--- src/rtl/inst_buffer_if.sv ---
// Handshake bundle between the fetch unit, the instruction buffer and the decode stage.
// The buffer side uses the slave modport; the environment (fetch + decode) uses master.
interface inst_buffer_if #(
   parameter int FETCH_W = 64,
   parameter int PC_W    = 64
);
   logic               fetch_valid;
   logic               fetch_ready;
   logic [PC_W-1:0]    fetch_pc;
   logic [FETCH_W-1:0] fetch_data;
   logic               redirect;
   logic [PC_W-1:0]    redirect_pc;
   logic               inst_valid;
   logic               inst_ready;
   logic [31:0]        inst;
   logic               inst_compressed;
   logic [PC_W-1:0]    pc;

   modport slave (
      input  fetch_valid, fetch_pc, fetch_data, redirect, redirect_pc, inst_ready,
      output fetch_ready, inst_valid, inst, inst_compressed, pc
   );

   modport master (
      output fetch_valid, fetch_pc, fetch_data, redirect, redirect_pc, inst_ready,
      input  fetch_ready, inst_valid, inst, inst_compressed, pc
   );
endinterface

--- src/rtl/inst_buffer.sv ---
// Instruction buffer: queues 16-bit parcels from aligned fetch blocks and presents
// complete 16-bit (compressed) or 32-bit instructions with their PC at the head.
module inst_buffer #(
   parameter int FETCH_W = 64,
   parameter int DEPTH   = 16,
   parameter int PC_W    = 64
) (
   input  logic          clk,
   input  logic          rst,
   inst_buffer_if.slave  bus
);
   localparam int P     = FETCH_W / 16;
   localparam int OFF_W = $clog2(FETCH_W / 8);
   localparam int SEL_W = OFF_W - 1;
   localparam int PTR_W = $clog2(DEPTH);
   localparam int CNT_W = PTR_W + 1;

   logic [15:0]      r_mem [DEPTH];
   logic [PTR_W-1:0] r_head;
   logic [PTR_W-1:0] r_tail;
   logic [CNT_W-1:0] r_count;
   logic [PC_W-1:0]  r_head_pc;
   logic [PC_W-1:0]  r_exp_pc;

   logic [CNT_W-1:0] w_free;
   logic             w_fetch_ready;
   logic             w_accept;
   logic [PC_W-1:0]  w_exp_blk;
   logic             w_in_seq;
   logic             w_write;
   logic [SEL_W-1:0] w_off;
   logic [CNT_W-1:0] w_wr_cnt;
   logic [15:0]      w_h;
   logic [15:0]      w_n;
   logic             w_h_comp;
   logic             w_inst_valid;
   logic             w_pop;
   logic [CNT_W-1:0] w_pop_cnt;
   logic [31:0]      w_inst;
   logic             w_inst_comp;

   // Fetch-side acceptance: room for a whole block, and the block continues the stream.
   always_comb begin
      w_free        = CNT_W'(DEPTH) - r_count;
      w_fetch_ready = (w_free >= CNT_W'(P)) && !bus.redirect;
      w_accept      = bus.fetch_valid && w_fetch_ready;
      w_exp_blk     = {r_exp_pc[PC_W-1:OFF_W], {OFF_W{1'b0}}};
      w_in_seq      = (bus.fetch_pc == w_exp_blk);
      w_write       = w_accept && w_in_seq;
      w_off         = r_exp_pc[OFF_W-1:1];
      if (w_write) begin
         w_wr_cnt = CNT_W'(P) - CNT_W'(w_off);
      end else begin
         w_wr_cnt = {CNT_W{1'b0}};
      end
   end

   // Head decode; outputs are gated so that unwritten entries never reach the consumer.
   always_comb begin
      w_h      = r_mem[r_head];
      w_n      = r_mem[r_head + PTR_W'(1)];
      w_h_comp = (w_h[1:0] != 2'b11);
      if (r_count == {CNT_W{1'b0}}) begin
         w_inst_valid = 1'b0;
         w_inst_comp  = 1'b0;
      end else if (w_h_comp) begin
         w_inst_valid = 1'b1;
         w_inst_comp  = 1'b1;
      end else begin
         w_inst_valid = (r_count >= CNT_W'(2));
         w_inst_comp  = 1'b0;
      end
      if (!w_inst_valid) begin
         w_inst = 32'h0000_0000;
      end else if (w_h_comp) begin
         w_inst = {16'h0000, w_h};
      end else begin
         w_inst = {w_n, w_h};
      end
      w_pop = w_inst_valid && bus.inst_ready && !bus.redirect;
      if (!w_pop) begin
         w_pop_cnt = {CNT_W{1'b0}};
      end else if (w_h_comp) begin
         w_pop_cnt = CNT_W'(1);
      end else begin
         w_pop_cnt = CNT_W'(2);
      end
   end

   assign bus.fetch_ready     = w_fetch_ready;
   assign bus.inst_valid      = w_inst_valid;
   assign bus.inst            = w_inst;
   assign bus.inst_compressed = w_inst_comp;
   assign bus.pc              = r_head_pc;

   // Parcel storage; only the parcels at or after the expected offset are written.
   always_ff @(posedge clk) begin
      if (w_write) begin
         for (int k = 0; k < P; k++) begin
            if (SEL_W'(k) >= w_off) begin
               r_mem[r_tail + PTR_W'(k) - PTR_W'(w_off)] <= bus.fetch_data[16*k +: 16];
            end
         end
      end
   end

   // Pointers, occupancy and PCs; redirect overrides any same-cycle fetch or pop.
   always_ff @(posedge clk or posedge rst) begin
      if (rst) begin
         r_head    <= {PTR_W{1'b0}};
         r_tail    <= {PTR_W{1'b0}};
         r_count   <= {CNT_W{1'b0}};
         r_head_pc <= {PC_W{1'b0}};
         r_exp_pc  <= {PC_W{1'b0}};
      end else if (bus.redirect) begin
         r_head    <= {PTR_W{1'b0}};
         r_tail    <= {PTR_W{1'b0}};
         r_count   <= {CNT_W{1'b0}};
         r_head_pc <= bus.redirect_pc;
         r_exp_pc  <= bus.redirect_pc;
      end else begin
         r_count <= r_count + w_wr_cnt - w_pop_cnt;
         if (w_write) begin
            r_tail   <= r_tail + PTR_W'(w_wr_cnt);
            r_exp_pc <= bus.fetch_pc + PC_W'(FETCH_W / 8);
         end
         if (w_pop) begin
            r_head    <= r_head + PTR_W'(w_pop_cnt);
            r_head_pc <= r_head_pc + PC_W'({w_pop_cnt, 1'b0});
         end
      end
   end
endmodule

--- src/flat_wrapper.sv ---
// flat-port wrapper written by rule: the top's interface ports become plain ports
module inst_buffer_flat 
#(
   parameter int FETCH_W = 64,
   parameter int DEPTH   = 16,
   parameter int PC_W    = 64
)
  (clk, rst, bus_fetch_valid, bus_fetch_pc, bus_fetch_data, bus_redirect, bus_redirect_pc, bus_inst_ready, bus_fetch_ready, bus_inst_valid, bus_inst, bus_inst_compressed, bus_pc);
  inst_buffer_if #(.FETCH_W(FETCH_W), .PC_W(PC_W)) bus_i ();
  input  logic clk;
  input  logic rst;
  input wire logic [$bits(bus_i.fetch_valid)-1:0] bus_fetch_valid;
  input wire logic [$bits(bus_i.fetch_pc)-1:0] bus_fetch_pc;
  input wire logic [$bits(bus_i.fetch_data)-1:0] bus_fetch_data;
  input wire logic [$bits(bus_i.redirect)-1:0] bus_redirect;
  input wire logic [$bits(bus_i.redirect_pc)-1:0] bus_redirect_pc;
  input wire logic [$bits(bus_i.inst_ready)-1:0] bus_inst_ready;
  output wire logic [$bits(bus_i.fetch_ready)-1:0] bus_fetch_ready;
  output wire logic [$bits(bus_i.inst_valid)-1:0] bus_inst_valid;
  output wire logic [$bits(bus_i.inst)-1:0] bus_inst;
  output wire logic [$bits(bus_i.inst_compressed)-1:0] bus_inst_compressed;
  output wire logic [$bits(bus_i.pc)-1:0] bus_pc;
  assign bus_i.fetch_valid = bus_fetch_valid;
  assign bus_i.fetch_pc = bus_fetch_pc;
  assign bus_i.fetch_data = bus_fetch_data;
  assign bus_i.redirect = bus_redirect;
  assign bus_i.redirect_pc = bus_redirect_pc;
  assign bus_i.inst_ready = bus_inst_ready;
  assign bus_fetch_ready = bus_i.fetch_ready;
  assign bus_inst_valid = bus_i.inst_valid;
  assign bus_inst = bus_i.inst;
  assign bus_inst_compressed = bus_i.inst_compressed;
  assign bus_pc = bus_i.pc;
  inst_buffer #(.FETCH_W(FETCH_W), .DEPTH(DEPTH), .PC_W(PC_W)) u_core (.clk(clk), .rst(rst), .bus(bus_i));
endmodule
--- config.mk ---
export PLATFORM = sky130hd
export DESIGN_NAME = inst_buffer_flat
export DESIGN_NICKNAME = d
export VERILOG_FILES = /design/src/rtl/inst_buffer_if.sv /design/src/rtl/inst_buffer.sv /design/src/flat_wrapper.sv
export SDC_FILE = /design/constraint.sdc
export NUM_CORES = 2
export LEC_CHECK = 0
export CORE_MARGIN = 2
export CORE_UTILIZATION = 33
export DETAILED_ROUTE_END_ITERATION = 6
export HOLD_SLACK_MARGIN = 0.05
export PLACE_DENSITY_LB_ADDON = 0.05
export SLEW_MARGIN = 15
export SYNTH_ARGS = -nofsm -noshare
export SYNTH_HDL_FRONTEND = slang
export SYNTH_SLANG_ARGS = --single-unit
--- constraint.sdc ---
create_clock -name clk -period 12.25 [get_ports clk]
set_clock_uncertainty 0.05 [all_clocks]
set_input_delay 1.225 -clock clk [delete_from_list [all_inputs] [get_ports clk]]
set_output_delay 1.225 -clock clk [all_outputs]
set_load 0.02 [all_outputs]
* After elaboration in Yosys (flattened, before gate mapping)
Memories as Yosys holds them, arrays and structs flattened.
Cells that the tools add are included.
** Cells by class
- $lt $le $gt $ge :: 6
- Multiplexer cells :: 30
- Reductions and logical operators :: 9
- $add $sub $neg :: 16
- Eq/ne operators :: 2
** Operator list (number)
- $mux 64 :: 4
- $add 64x4->64 const B :: 1
- $add 64x6->64 :: 1
- $eq 64x64->1 :: 1
- $mux 32 :: 2
- $mux 1 :: 16
- $mux 4 :: 4
- $sub 4x2->4 :: 4
- $mux 5 :: 3
- $add 4x1->4 const B :: 2
- $add 4x2->4 const B :: 2
- $add 4x4->4 :: 2
- $add 5x5->5 :: 1
- $ge 5x2->1 const B :: 1
- $ge 5x3->1 const B :: 1
- $logic_and 1x1->1 :: 5
- $logic_not 5->1 :: 1
- $sub 5x5->5 :: 1
- $sub 5x5->5 const A :: 1
- $ge 1x2->1 const A :: 2
- $ge 2x2->1 const A :: 2
- $reduce_bool 2->1 :: 2
- $sub 3x2->4 const A :: 1
- $mux 2 :: 1
- 2 further kinds :: 2
** Word-level totals
- Bits in writable memories :: 256
- Memories :: 1
- Bits in registers :: 141
- Input port bits :: 197
- Word-level logic and storage cells :: 69
** Memory list
- u_core.r_mem :: depth 16, width 16, read ports 2, clocked after Yosys merged registers in 0, write ports 4, line inst_buffer.sv:18 : logic [15:0] r_mem [DEPTH];

* Depth between registers and ports, before layout
An unclocked memory read counts as a cell.
- Word-level depth :: 10
- Depth in mapped cells :: 17
- Mapped depth without buffers :: 14

* Worst setup path after synthesis
Ideal clock, no wire load.
- Path kind :: input to register
- Start point :: input bus_fetch_pc[29]
- End point :: register u_core.r_count[4]
- Cell stages on the path :: 16
- Data arrival time :: 4515 ps
- Data required time :: 12068 ps
- Path slack :: 7553 ps
- Setup time :: 132 ps
- Path through :: clkbuf_1 -> xnor2_1 -> nand4_1 -> nor4_1 -> nand4_1 -> nor2_1 -> buf_2 -> buf_2 -> nand2_1 -> fa_1 -> inv_1 -> fa_1 -> a21o_1 -> a21oi_1 -> xnor2_1 -> nor2_1
** Between the ends
- Cells in the longest elaborated chain, start to end :: 6
** RTL lines
- start, declared :: line flat_wrapper.sv:13 : input wire logic [$bits(bus_i.fetch_pc)-1:0] bus_fetch_pc;
- $eq 64x64->1 :: line inst_buffer.sv:48 : w_in_seq = (bus.fetch_pc == w_exp_blk);
- $logic_and 1x1->1 :: line inst_buffer.sv:49 : w_write = w_accept && w_in_seq;
- $mux 5 :: line inst_buffer.sv:51 : if (w_write) begin
- $add 5x5->5 :: line inst_buffer.sv:122 : r_count <= r_count + w_wr_cnt - w_pop_cnt;
- $sub 5x5->5 :: line inst_buffer.sv:122
- $mux 5 :: line inst_buffer.sv:115 : end else if (bus.redirect) begin
- end signal, assigned :: line inst_buffer.sv:112 : r_count <= {CNT_W{1'b0}};
- end signal, assigned :: line inst_buffer.sv:118 : r_count <= {CNT_W{1'b0}};
- end signal, assigned :: line inst_buffer.sv:122
- end, declared :: line inst_buffer.sv:21 : logic [CNT_W-1:0] r_count;
No other way between the ends.
A chain may end at the register's enable or synchronous reset.

* Worst setup path in the final report
- Start point :: register u_core.r_head[0]
- End point :: output bus_inst[30]
** Between the ends
- Cells in the longest elaborated chain, start to end :: 5
** RTL lines
- start, declared :: line inst_buffer.sv:19 : logic [PTR_W-1:0] r_head;
- start signal, assigned :: line inst_buffer.sv:110 : r_head <= {PTR_W{1'b0}};
- start signal, assigned :: line inst_buffer.sv:116 : r_head <= {PTR_W{1'b0}};
- start signal, assigned :: line inst_buffer.sv:128 : r_head <= r_head + PTR_W'(w_pop_cnt);
- $mem_v2 16x16 (*)
- $ne 2x2->1 :: line inst_buffer.sv:62 : w_h_comp = (w_h[1:0] != 2'b11);
- $mux 1 :: line inst_buffer.sv:66 : end else if (w_h_comp) begin
- $mux 1 :: line inst_buffer.sv:63 : if (r_count == {CNT_W{1'b0}}) begin
- $mux 32 (*) :: line inst_buffer.sv:73 : if (!w_inst_valid) begin
- end, declared :: line flat_wrapper.sv:20 : output wire logic [$bits(bus_i.inst)-1:0] bus_inst;
Mark *: on every way between the ends. The rest lies on a longest branch, timed or not.

==> reports/results.txt <==
Ratio of cells with drive above 1 in the final layout - 12.77%
Crit path DAT - 6170 ps
# IOs - 296
Fmax - 134.3 MHz
Vias in the first global route - 26333
Crit path largest cell delay - 1030 ps
Die H - 301.0 um
Final period utilization - 60.76%
Crit path capture type - primary output
Switching Fraction - 33.23%
Synth warnings - 0
DRC - 9
Setup TNS - 0 ps
Die Wd - 301.0 um
CP Class - flip-flop to primary output
Unrepaired setup endpoints after global routing - no
CTS Root Cell - clkbuf_16
TritonCTS clock tree - done
H-tree depth - 2
Initial antenna violation count - 14
Final Max Slew Viols - 0
Top Family by Delay on Critical Path - buffers and inverters
Reg clk slew, reported paths - 60 ps
IO Port Bufs - 295
RR Startpoint - u_core.r_head[0]$_DFFE_PP0N_
CTS Sinks - 396
Top_reg_cell synth - edfxtp_1
Iter 0 DRT Violations - 3126
Final core occ - 39.58%
Worst path bufs/invs - 3
GR Util All Layers - 31.33%
R2r setup slk - 6140 ps
Seq/Total Area, Yosys - 38.44%
Crit start category - flip-flop
Area leader, netlist - edfxtp_1
Clock buffer depth - 3
Worst hold slack - 454.4 ps
# rows - 108
Via-per-instance ratio - 6.427
Clock power share - 35.9%
Total CTS buffers - 52
First-pass GRT wire length - 203100 um
Detail Placement HPWL - 96140 um
Slew Limit Headroom - 16.66%
Failing checks - DRC
Met2 usage - 51.32%
Pwr Total - 4039 uW
Routed vias - 26615
Met3 global-route usage - 6.623%
Worst Hold Class - flip-flop to flip-flop
# resized after CTS - 0
Slew @ Worst Pin - 1250 ps
Most common cell in the synthesized netlist - o22ai_1
Final Setup Violations - 0
Top cell type's share of synthesized area - 26.40%
Placeable Area - 87160 sq um
Peak supply drop - 0.1052 mV
DRT Pass-1 Iters - 7
Crit path from - u_core.r_head[0]$_DFFE_PP0N_
CP required - 10970 ps
Syn avg cell area - 10.33 sq um
Total Nets Final - 3176
Max Cap Violations - 0
Pleak - 0.01196 uW
Hold wc startpoint - u_core.bus.pc[0]$_DFFE_PP0P_
Global route overflow - 0
Sw power - 1342 uW
Grt met1 use - 39.20%
Wirelength, routed - 145500 um
Final hold vios - 0
Post-Syn Area - 29110 sq um
Largest net degree at the start of global routing - 87
Dominant cells by area after synthesis - edfxtp_1 26%, dfrtp_1 12%, mux4_2 11%
WL per Instance - 35.13 um
Critical-path maximum fanout - 68
Post-synthesis cell type count - 73
Crit-path slowest cell - dfrtp_4
Internal cell power - 2697 uW
Clk Latency, worst-skew pair - 620 ps
Power Density - 117.1 nW/um^2
Post-synth EDFFs - 256
Post-Syn Nets - 3053
Die area - 90620 sq um
Area Overhead vs Synth - 18.50%
Syn Inst Count - 2818
Starting Density - 33.40%
Flop pwr share - 38.1%
Cell Chain, Critical Path - mux4_2 -> a22oi_1 -> and3_1 -> nor3_4 -> buf_4 -> or2_1 -> inv_1 -> nand2_2 -> a211oi_1 -> clkdlybuf4s50_1
Commonest cells in the netlist - 267 x o22ai_1, 256 x edfxtp_1, 228 x mux2i_1
Fin crit period - 7444 ps
#FFs+latches synth - 396
Layer carrying the most global-route usage - met2
Hold buffer count at cts - 0
Layout fillers - 8511
Routed Antenna Nets - 0
Comb power frac - 26.0%
Outcome - complete, but fails checks
Async set or reset register ratio after synthesis - 35.35%
Gpl congestion - 0.9301
Setup Fix Bufs, Post-CTS - 0
[layout make-up]
class                      instances  area, sq um  area share, %
multi-input combinational       2081        16630          48.20
sequential                       396        11200          32.46
timing repair buffer             371         3525          10.22
tap                             1155         1445          4.189
clock buffer                      73         1410          4.087
inverter                          39        151.4         0.4388
clock inverter                    23        132.6         0.3844
antenna                            3        7.507        0.02176
[metal layers]
layer	wire, um	share of wire [%]
met5	125	0.086
met4	8176	5.6
met3	12710	8.7
met2	68290	47
met1	56150	39
[per-stage QoR]
step	cells	instance area (sq um)	worst slack [ps]
global placement	4042	32940	5562
finish	4141	34500	4806
floorplan	2818	29110	7222
detailed placement	4042	32940	5508
CTS	4138	34480	4824
global route	4140	34500	4682
[cell families (layout without fill, tap and decap cells)]
group	count (synthesis)	after routing	share of synthesized area (%)
buffers and inverters	341	506	5.067
flip-flops	396	396	38.44
AND/OR/NAND/NOR	707	707	13.01
AO/OA/AOI/OAI	746	746	15.89
other	0	3	0
adder cells (fa/ha/maj)	38	38	1.865
multiplexers	392	392	19.67
XOR/XNOR	198	198	6.060
[state kept, by name, indices dropped and copies added, names as in the netlist]
signal and flops:
u_core.r_head 4, u_core.bus.pc 64, u_core.r_tail 4, u_core.r_count 5, u_core.r_mem 256, u_core.r_exp_pc 63
[worst paths after layout]
check | endpoint | depth (start not counted)
min in group asynchronous | u_core.r_exp_pc[56]$_DFFE_PP0P_ | 2
worst min register to register | u_core.bus.pc[0]$_DFFE_PP0P_ | 1
worst max register to register | u_core.bus.pc[57]$_DFFE_PP0N_ | 12
max in group asynchronous | u_core.r_head[1]$_DFFE_PP0N_ | 3
worst max-delay path | bus_inst[30] | 10
worst min-delay path | u_core.bus.pc[0]$_DFFE_PP0P_ | 1
[cells in the final DEF, fill, tap and decap left out, types with 28 or more instances in the layout]
cell type | Yosys | routed
a211oi_1 | 48 | 48
nor2_1 | 98 | 97
nor2b_1 | 31 | 30
o211ai_1 | 57 | 57
nand4_1 | 91 | 91
o21ai_0 | 52 | 52
xor2_1 | 68 | 66
o22ai_1 | 267 | 266
a21oi_1 | 212 | 211
buf_4 | 18 | 76
and3_1 | 42 | 36
dfrtp_1 | 140 | 137
edfxtp_1 | 256 | 256
inv_1 | 36 | 35
clkdlybuf4s50_1 | 0 | 294
ha_1 | 29 | 28
mux4_2 | 142 | 142
nor3_1 | 50 | 48
nand3_1 | 74 | 69
xnor2_1 | 127 | 127
nand2_1 | 173 | 171
clkbuf_16 | 0 | 52
mux2i_1 | 228 | 228
[power by group through the flow]
stage / clock network (uW) / registers, uW / logic, uW
6_report: 1450 / 1540 / 1050
5_1_grt: 1520 / 1550 / 1110
4_1_cts: 1480 / 1540 / 1050
3_5_place_dp: 0 / 1560 / 1040
3_3_place_gp: 0 / 1560 / 1040
2_1_floorplan: 0 / 1560 / 589
No activity file was read; power rests on OpenSTA's default activity.
